**src/rtl/btn_debounce.sv**
```systemverilog
// Push-button front end: two-flop sync, counter debounce, registered press/release strobes and a
// modulo-16 press count. Define AUTO_REPEAT_EN to add hold-to-repeat press strobes.
module btn_debounce #(
    parameter int unsigned ACTIVE_LOW      = 1,
    parameter int unsigned DEBOUNCE_CYCLES = 500000,
    parameter int unsigned HOLD_CYCLES     = 25000000,
    parameter int unsigned REPEAT_CYCLES   = 5000000
) (
    input  logic       clk,
    input  logic       rst,
    input  logic       button,
    output logic       level,
    output logic       press,
    output logic       rel,        // release strobe
    output logic [3:0] press_cnt
);

    localparam int unsigned CNT_W = $clog2(DEBOUNCE_CYCLES);
    localparam logic [CNT_W-1:0] CNT_MAX = CNT_W'(DEBOUNCE_CYCLES - 1);
    localparam logic RAW_RELEASED = (ACTIVE_LOW != 0);

    if (DEBOUNCE_CYCLES < 2 || HOLD_CYCLES < 1 || REPEAT_CYCLES < 1) begin : g_bad_cfg
        $error("btn_debounce: invalid timing parameters");
    end

    logic             sync_r;
    logic             sync_rr;
    logic [CNT_W-1:0] cnt;
    logic             pressed_c;
    logic             differ_c;
    logic             accept_c;
    logic             press_c;
    logic             release_c;

    // Sync flops reset to the idle raw level so reset exit never looks like an edge
    always_ff @(posedge clk) begin
        if (rst) begin
            sync_r  <= RAW_RELEASED;
            sync_rr <= RAW_RELEASED;
        end else begin
            sync_r  <= button;
            sync_rr <= sync_r;
        end
    end

    assign pressed_c = (ACTIVE_LOW != 0) ? ~sync_rr : sync_rr;
    assign differ_c  = (pressed_c != level);
    assign accept_c  = differ_c && (cnt == CNT_MAX);
    assign release_c = accept_c && !pressed_c;

    // Any sample matching the accepted level restarts the count
    always_ff @(posedge clk) begin
        if (rst) begin
            cnt <= '0;
        end else if (!differ_c || accept_c) begin
            cnt <= '0;
        end else begin
            cnt <= cnt + CNT_W'(1);
        end
    end

`ifdef AUTO_REPEAT_EN
    localparam int unsigned MAX_T = (HOLD_CYCLES > REPEAT_CYCLES) ? HOLD_CYCLES : REPEAT_CYCLES;
    localparam int unsigned TMR_W = $clog2(MAX_T + 1);
    localparam logic [TMR_W-1:0] HOLD_LAST   = TMR_W'(HOLD_CYCLES - 1);
    localparam logic [TMR_W-1:0] REPEAT_LAST = TMR_W'(REPEAT_CYCLES - 1);

    localparam logic [1:0] ST_IDLE   = 2'd0;
    localparam logic [1:0] ST_HOLD   = 2'd1;
    localparam logic [1:0] ST_REPEAT = 2'd2;

    logic [1:0]       state;
    logic [1:0]       state_next;
    logic [TMR_W-1:0] tmr;
    logic [TMR_W-1:0] tmr_next;
    logic             repeat_c;

    always_ff @(posedge clk) begin
        if (rst) begin
            state <= ST_IDLE;
            tmr   <= '0;
        end else begin
            state <= state_next;
            tmr   <= tmr_next;
        end
    end

    // An accepted level change always takes priority, so a repeat never collides with release
    always_comb begin
        state_next = state;
        tmr_next   = tmr;
        repeat_c   = 1'b0;
        if (accept_c) begin
            state_next = pressed_c ? ST_HOLD : ST_IDLE;
            tmr_next   = '0;
        end else if (!level) begin
            state_next = ST_IDLE;
            tmr_next   = '0;
        end else begin
            case (state)
                ST_HOLD: begin
                    if (tmr == HOLD_LAST) begin
                        repeat_c   = 1'b1;
                        state_next = ST_REPEAT;
                        tmr_next   = '0;
                    end else begin
                        tmr_next = tmr + TMR_W'(1);
                    end
                end
                ST_REPEAT: begin
                    if (tmr == REPEAT_LAST) begin
                        repeat_c = 1'b1;
                        tmr_next = '0;
                    end else begin
                        tmr_next = tmr + TMR_W'(1);
                    end
                end
                default: begin
                    state_next = ST_IDLE;
                    tmr_next   = '0;
                end
            endcase
        end
    end

    assign press_c = (accept_c && pressed_c) || repeat_c;
`else
    assign press_c = accept_c && pressed_c;
`endif

    // Strobes are registered alongside the level update, so they appear with the new level
    always_ff @(posedge clk) begin
        if (rst) begin
            level     <= 1'b0;
            press     <= 1'b0;
            rel       <= 1'b0;
            press_cnt <= 4'd0;
        end else begin
            if (accept_c) begin
                level <= pressed_c;
            end
            press     <= press_c;
            rel       <= release_c;
            press_cnt <= press_cnt + 4'(press_c);
        end
    end

endmodule

```
**config.mk**
```make
export PLATFORM = sky130hd
export DESIGN_NAME = btn_debounce
export DESIGN_NICKNAME = d
export VERILOG_FILES = /design/src/rtl/btn_debounce.sv
export SDC_FILE = /design/constraint.sdc
export NUM_CORES = 1
export LEC_CHECK = 0
export BUFFER_PORTS_ARGS = -buffer_cell sky130_fd_sc_hd__buf_2
export CORE_UTILIZATION = 57
export DETAILED_ROUTE_END_ITERATION = 10
export PLACE_DENSITY_LB_ADDON = 0.12
export SLEW_MARGIN = 5
export SYNTH_ARGS = -nofsm -noshare
export SYNTH_HDL_FRONTEND = slang
export SYNTH_SLANG_ARGS = --single-unit
```
**constraint.sdc**
```tcl
create_clock -name clk -period 2.6 [get_ports clk]
set_input_delay 0.13 -clock clk [delete_from_list [all_inputs] [get_ports clk]]
set_output_delay 0.13 -clock clk [all_outputs]
set_load 0.02 [all_outputs]
```
==> run summary, run 1 <==
Status: finished, final reports clean
Combinational Power Share: 1.6%
N_diodes: 0
Die Y: 48.2 µm
Worst slack at placement: 0.469 ns
Clk pin slew, worst setup/hold paths: 0.14 ns
Antenna Nets Post-Route: 0
Overflow after GRT: 0
Mapped Nets: 137
Switch Pwr: 127 µW
Routed WL: 2.18 mm
Number of vias per cell: 5.82
Netlist cell types: 31
Clock Latency Late Sink: 0.32 ns
First-pass GRT wire length: 3.26 mm
Tcrit/Tclk final: 82.7%
Initial core utilization: 61.3%
IO Count: 10
Arr. time, crit path: 2.38 ns
Unrepaired setup endpoints after global routing: false
Area leader, netlist: dfxtp_1
Fin nets: 149
Switching Share: 20.6%
Setup ws final: 0.449 ns
Rows: 16
DR pass1 iterations: 4
Cell count after synthesis: 131
Hold_buf cts: 1
Int Pwr: 490 µW
Max H-tree Level: 1
Clock power share: 28.3%
Syn Area/Cell: 9.27 µm²
Fin. max-slew vios: 0
Initial antenna violation count: 0
Multi-input logic area: 631 µm²
Startpoint types: flip-flop
Layout cells sized above 1: 14.2%
Final setup violation count: 0
CTS sink count: 28
GP Congestion: 0.899
F_max: 0.465 GHz
CTS tree: built
Max cap viols: 0
Seq cells post-synth: 28
Leakage power: 0.465 nW
DRC: 0
Vias: 977
Final Hold Viols: 0
CP endpoint kind: flip-flop
Largest net degree at the start of global routing: 17
Die area: 2320 µm²
Primary FF master, synth: dfxtp_1
Post-synthesis cell area: 1210 µm²
CTS Buf Count: 3
Post-synth EDFFs: 0
Worst hold path class: in -> reg
Post-CTS sizing: 0
Reg area: 561 µm²
Die extent in x: 48.2 µm
Reg power frac: 70.1%
Top post-synthesis cells by area: dfxtp_1, xor2_1, nor2_1, nand4_1, nand3_1
Crit-path max FO: 4
Register area share after synthesis: 46.1%
Most frequent cells after synthesis: dfxtp_1, nor2_1, xor2_1
DP Wirelength: 1.57 mm
CP required: 2.83 ns
Yosys top cell area share: 46.1%
Setup Fix Bufs, Post-CTS: 0
Clk_skew: 0.00556 ns
Area Growth Syn to Fin: 7.52%
Syn. warnings: 0
Worst vdd ir: 0.301 mV
Slew headroom: 56.3%
Post-DR wirelength/cell: 13.0 µm
FFs w/ async S/R, synth: 0%
Most frequent cell after synthesis: dfxtp_1
Critical setup path kind: reg -> reg
Worst slew pin tran: 0.649 ns
Clock Path Buffers: 2
GR Util All Layers: 20.8%
Vias in the first global route: 775
Min cycle time layout: 2.15 ns
Cell Pwr Density: 472 nW/µm²
Root Buffer: clkbuf_4
Initial drt markers: 13
Core area: 1980 µm²
Post-route setup TNS: 0 ns
I/O Buffers: 9
Tot Pwr: 617 µW
Fill cells: 171
layer usage:
layer	up-vias	share of wire [%]	GRT usage (%)
li1	485	-	-
met1	464	48	26.3
met2	20	46	31.7
met3	8	3.3	4.81
met4	0	2.4	13.3
met5	-	0	0
final cells by class:
type | instances | area share, %
sequential | 28 | 42.9
inverter | 1 | 0.287
clock buffer | 3 | 1.72
timing repair buffer | 10 | 4.21
tap | 27 | 2.59
multi-input combinational | 99 | 48.3
final timing paths:
check	from	to	slack (ns)	cells after the start
max	cnt[12]	press_cnt[1]	0.45	7
min	rst	press_cnt[2]	0.07	2
max reg2reg	cnt[12]	press_cnt[1]	0.45	7
min reg2reg	sync_r	sync_rr	0.44	1
cell usage in the layout (no fill, tap or decap), drive strengths merged:
cell,synthesis,layout
dfxtp,28,28
nor2,17,17
xor2,11,11
nand3,9,9
buf,2,9
nand4,8,8
nand2,7,7
a21oi,6,6
and3,5,5
or2,4,4
xnor2,4,4
o21ai,4,4
nor4,3,3
or3,3,3
ha,3,3
clkbuf,1,3
and4,2,2
and2,2,2
nor2b,2,2
nor3,2,2
or4,1,1
or4bb,1,1
nor3b,1,1
or3b,1,1
inv,1,1
mux2i,1,1
nor4b,1,1
a211oi,1,1
dlygate4sd3,0,1
state kept, by name (all words and copies together) (netlist names):
register and flops:
cnt 19, level 1, press 1, press_cnt 4, rel 1, sync_r 1, sync_rr 1
per-stage QoR:
| stage | instance area (µm²) | utilization (%) | cells | hold WS (ns) |
|---|---|---|---|---|
| after floorplan | 1210 | - | 131 | 0.234 |
| after global placement | 1270 | 64.3 | 164 | 0.317 |
| after detailed placement | 1270 | 64.3 | 164 | 0.320 |
| after CTS | 1310 | 65.9 | 168 | 0.0622 |
| after global routing | 1310 | 65.9 | 168 | 0.0675 |
| final | 1310 | 65.9 | 168 | 0.0720 |
critical path, stage by stage (launching register included):
cell and delay, ns:
dfxtp_1 0.37, or4_4 0.55, nor4_1 0.31, nand2_1 0.16, nor2_1 0.14, ha_1 0.17, ha_1 0.22, nor2b_1 0.13
power groups by stage:
stage	Sequential (mW)	Clock, mW	Combinational, mW
floorplan	0.441	0	0.00711
global placement	0.441	0	0.00873
detailed placement	0.442	0	0.00885
CTS	0.432	0.182	0.00997
global route	0.433	0.196	0.0108
finish	0.432	0.174	0.0100
logic make-up after synthesis:
| kind of cell | count (synthesis) | synth area share, % |
|---|---|---|
| DFF | 28 | 46.1 |
| adders and majority gates | 3 | 3.09 |
| buffers and inverters | 4 | 1.96 |
| xor gates and xnor gates | 15 | 10.8 |
| muxes | 1 | 0.824 |
| AOI/OAI and AO/OA | 11 | 5.66 |
| and+or+nand+nor | 69 | 31.5 |
Power figures use the tool's default switching activity.
==> run 2: changes to the inputs <==
CORE_UTILIZATION = 51   (was 57)
clock period = 1.8 ns   (was 2.6 ns; I/O delays follow)
==> run 2 against run 1 <==
Effect of this change:
- global-route usage grew 1.8 points
- routed wire length grew 16%
- worst hold slack got worse by 0.038 ns
- count of clock-buffer cells in the layout is the same
- total power up 45%
- maximum frequency rose by 8.5%
- largest cell class unchanged
- highest routed layer is now met3
- the flow now finishes with violations (setup timing)
==> run summary, run 2 (same netlist as run 1, synthesis figures left out) <==
Layout cells sized above 1: 32.7%
Clk pin slew, worst setup/hold paths: 0.14 ns
Critical-path cell list: or4_4 > nor4_4 > nand2_1 > nor2_1 > ha_2 > ha_4 > nor2b_1
IO Count: 10
Die extent in x: 50.8 µm
Critical setup path kind: reg -> reg
CP max-delay cell: or4_4
Initial core utilization: 54.4%
Top Registers: cnt (19), press_cnt (4)
Reg with most FFs: cnt
Antenna Nets Post-Route: 0
Rows: 17
Worst slack at placement: -0.184 ns
Initial drt markers: 13
Clock Latency Late Sink: 0.31 ns
Status: complete, but fails checks
Placed cells: 184
DRC: 0
Unrepaired setup endpoints after global routing: true
Routed WL: 2.53 mm
Fin. max-slew vios: 0
Most frequent cells in the layout: dfxtp_1, buf_4, nor2_1, xor2_1
Reg2Reg Capture Point: press_cnt[1]
Multi-input logic area: 681 µm²
Most common cell after layout, fill and taps aside: dfxtp_1
R2R Path Start: cnt[12]
First-pass GRT wire length: 4.33 mm
Fill cells: 189
Root Buffer: clkbuf_4
F_max: 0.504 GHz
Worst vdd ir: 0.416 mV
Vias in the first global route: 1,022
Hold slack: 0.0344 ns
Initial antenna violation count: 0
Cell Pwr Density: 580 nW/µm²
Die area: 2580 µm²
Leakage power: 0.581 nW
Vias: 1,023
End of the worst hold path: press_cnt[1]
Worst slew pin tran: 0.447 ns
Largest register FFs: 19
Max H-tree Level: 1
Final Hold Viols: 0
Worst hold path class: in -> reg
Clock Path Buffers: 2
Startpoint types: flip-flop
CTS Buf Count: 3
Reg2Reg Setup Slack: -0.18 ns
Fin nets: 170
Hold path start: rst
Hold Path Cell Cnt: 2
Core area: 2230 µm²
CTS sink count: 28
I/O Buffers: 9
Post-route setup TNS: -2.68 ns
Crit-path max FO: 2
Cell family with most CP delay: simple AND/OR/NAND/NOR gates
CTS tree: built
Clk_skew: 0.00185 ns
GR Util All Layers: 22.6%
Reg area: 567 µm²
CP required: 2.02 ns
Slowest stage delay, CP: 0.55 ns
GR Util met2: 39.3%
R2r worst-path depth: 7
GR met3 Demand/Resource: 2.73%
CP endpoint kind: flip-flop
Met1 global-route usage: 28.5%
Violated checks: setup timing
Largest net degree at the start of global routing: 15
Critical path buffer and inverter count: 0
N_diodes: 0
GP Congestion: 0.886
Min cycle time layout: 1.98 ns
DP Wirelength: 1.89 mm
Setup ws final: -0.183 ns
Final Instance Count excl. Fillers: 190
Global route hottest layer: met2
Die Y: 50.8 µm
Arr. time, crit path: 2.21 ns
Tcrit/Tclk final: 110%
Max cap viols: 0
Final setup violation count: 20
Slew headroom: 70.2%
Area Growth Syn to Fin: 26.6%
Post-DR wirelength/cell: 13.3 µm
DR pass1 iterations: 4
Number of vias per cell: 5.38
Overflow after GRT: 0
## run 2: cell types whose count changed in the layout (fill, tap and decap cells not counted), moves of 2 or more
cell / before / now
buf_4: 0 / 19
dfxtp_1: 28 / 23
dfxtp_2: 0 / 5
ha_1: 3 / 1
nor4_1: 3 / 1
## run 2: worst max-delay path by stage
stage                        from      endpoint  depth (start not counted)
after floorplan           cnt[12]  press_cnt[1]                          7
after global placement    cnt[12]  press_cnt[1]                          7
after detailed placement  cnt[12]  press_cnt[2]                          8
after CTS                 cnt[13]  press_cnt[1]                          7
after global routing      cnt[12]  press_cnt[3]                          8
final                     cnt[12]  press_cnt[1]                          7
## run 2: cell type report
type	count	area share, %
sequential	28	36.9
inverter	1	0.244
tap	28	2.28
timing repair buffer	31	14.9
multi-input combinational	99	44.3
clock buffer	3	1.46
## run 2: power breakdown
group          internal [mW]  leakage [nW]  switching (mW)
clock network         0.0783        0.0138           0.169
logic                 0.0101         0.339          0.0101
registers              0.623         0.229         0.00124
## run 2: metal layers
| layer | share of wire [%] | up-vias |
|---|---|---|
| met5 | 0 | - |
| met4 | 0 | 0 |
| met3 | 2.0 | 0 |
| met2 | 52 | 12 |
| met1 | 46 | 490 |
| li1 | - | 521 |
## run 2: what timing repair did
action                     CTS  global route
resized for setup            8             4
setup endpoints to repair   20            24
buffers inserted             3             1
pin swaps                    3             3
hold buffers                 1             0
hold endpoints to repair     1             0
gates cloned                 0             0
## run 2: per-stage QoR
stage | power [mW] | utilization [%] | area [µm²]
6_report | 0.891 | 68.9 | 1540
3_3_place_gp | 0.655 | 64.7 | 1450
3_5_place_dp | 0.656 | 64.7 | 1450
5_1_grt | 0.922 | 68.9 | 1540
4_1_cts | 0.898 | 68.6 | 1530
2_1_floorplan | 0.648 | - | 1230
==> run 3: changes to the inputs <==
CORE_UTILIZATION = 61   (was 51)
CTS_CLUSTER_SIZE = 16   (was not set)
clock period = 2.3 ns   (was 1.8 ns; I/O delays follow)
==> run 3 against run 2 <==
Effect of this change:
- the flow now finishes without violations
- cell count down 11%
- non-clock buffer count down 18
- worst hold slack better by 0.017 ns
- clock skew up 0.0049 ns
- die area down 16%
- critical endpoint unchanged
- largest power group unchanged
==> run summary, run 3 (same netlist as run 1, synthesis figures left out) <==
DP Wirelength: 1.66 mm
N_diodes: 0
Slowest stage delay, CP: 0.55 ns
Largest net degree at the start of global routing: 17
Fin nets: 152
Slew headroom: 59.2%
DRC: 0
Rows: 15
Worst hold path class: in -> reg
Clk pin slew, worst setup/hold paths: 0.15 ns
Cell Pwr Density: 602 nW/µm²
GR Util All Layers: 24.2%
Overflow after GRT: 0
Initial drt markers: 17
Hold Path Cell Cnt: 2
Status: finished, final reports clean
Reg with most FFs: cnt
Crit-path max FO: 4
End of the worst hold path: press_cnt[2]
Clock Path Buffers: 2
Tot Pwr: 820 µW
CP max-delay cell: or4_4
Most frequent cells in the layout: dfxtp_1, nor2_1, xor2_1, nand3_1, buf_2
CTS Buf Count: 3
Critical setup path kind: reg -> reg
Final Hold Viols: 0
Post-DR wirelength/cell: 12.9 µm
Most common cell after layout, fill and taps aside: dfxtp_1
Setup Fix Bufs, Post-CTS: 0
R2r worst-path depth: 7
R2R Path Start: cnt[12]
Reg2Reg Setup Slack: 0.17 ns
Tcrit/Tclk final: 92.5%
Number of vias per cell: 5.72
Final setup violation count: 0
Final Instance Count excl. Fillers: 170
Top Registers: cnt (19), press_cnt (4)
Max H-tree Level: 1
Cell family with most CP delay: simple AND/OR/NAND/NOR gates
Clk_skew: 0.00670 ns
CP most frequent cell: ha_1
Worst vdd ir: 0.425 mV
Core area: 1800 µm²
Root Buffer: clkbuf_4
Hold path start: rst
Largest register FFs: 19
I/O Buffers: 9
Clock Latency Late Sink: 0.33 ns
Max cap viols: 0
Antenna Nets Post-Route: 0
CP required: 2.54 ns
Area Growth Syn to Fin: 12.2%
Min cycle time layout: 2.13 ns
Worst slew pin tran: 0.607 ns
CP endpoint kind: flip-flop
Die extent in x: 46.6 µm
Initial antenna violation count: 0
Critical-path cell list: or4_4 > nor4_2 > nand2_1 > nor2_1 > ha_1 > ha_1 > nor2b_1
CTS tree: built
Placed cells: 165
CTS sink count: 28
Die area: 2170 µm²
Fin. max-slew vios: 0
IO Count: 10
Vias: 973
Critical path buffer and inverter count: 0
Arr. time, crit path: 2.37 ns
GP Congestion: 0.853
F_max: 0.470 GHz
Leakage power: 0.495 nW
Reg2Reg Capture Point: press_cnt[1]
Layout cells sized above 1: 17.2%
Die Y: 46.6 µm
Vias in the first global route: 827
First-pass GRT wire length: 3.71 mm
Initial core utilization: 67.4%
DR pass1 iterations: 4
Startpoint types: flip-flop
Routed WL: 2.20 mm
## run 3: power by group
group          internal [mW]  switching [mW]
clock network          0.176           0.142
registers              0.487        0.000902
logic                0.00541         0.00731
total                  0.669           0.151
## run 3: repair_timing
action,4_1_cts,5_1_grt
gates resized for setup,0,1
hold buffers,1,0
endpoints found under the hold margin,1,0
endpoints found under the setup margin,0,3
## run 3: final cells by class
type / count / area [µm²]
well taps: 25 / 31.3
clock inverters: 1 / 30.0
clock buffers: 3 / 22.5
fillers: 140 / 439
inverters: 1 / 3.75
repair buffers: 13 / 77.6
multi-input cells: 99 / 637
flip-flops and latches: 28 / 561
## run 3: worst max-delay path by stage
stage / end / start / slack [ns] / cells past startpoint
floorplan: press_cnt[1] / cnt[12] / 0.30 / 7
global placement: press_cnt[1] / cnt[12] / 0.22 / 7
detailed placement: press_cnt[1] / cnt[12] / 0.12 / 7
CTS: press_cnt[1] / cnt[12] / 0.10 / 7
global route: press_cnt[2] / cnt[0] / -0.02 / 9
finish: press_cnt[1] / cnt[12] / 0.17 / 7
## run 3: worst reg2reg max path: cells and delay by family (launching register included)
| family | cells | cell delay [ns] |
|---|---|---|
| simple gates | 5 | 1.28 |
| flops | 1 | 0.37 |
| fa+ha+maj | 2 | 0.40 |
## run 3: layer usage
layer,global-route usage (%),part of all wire [%]
met5,0,0
met3,3.53,3.0
met2,38.3,47
met4,10.3,1.6
met1,32.5,48
## run 3: per-stage QoR
step	hold WS [ns]	area (µm²)	util, %	setup TNS, ns	setup WS [ns]
after detailed placement	0.302	1290	71.8	0	0.125
final	0.0510	1360	75.6	0	0.173
after global routing	0.0406	1360	75.6	-0.0263	-0.0182
after CTS	0.0501	1360	75.3	0	0.105
after global placement	0.300	1290	71.8	0	0.217
after floorplan	0.219	1210	-	0	0.298
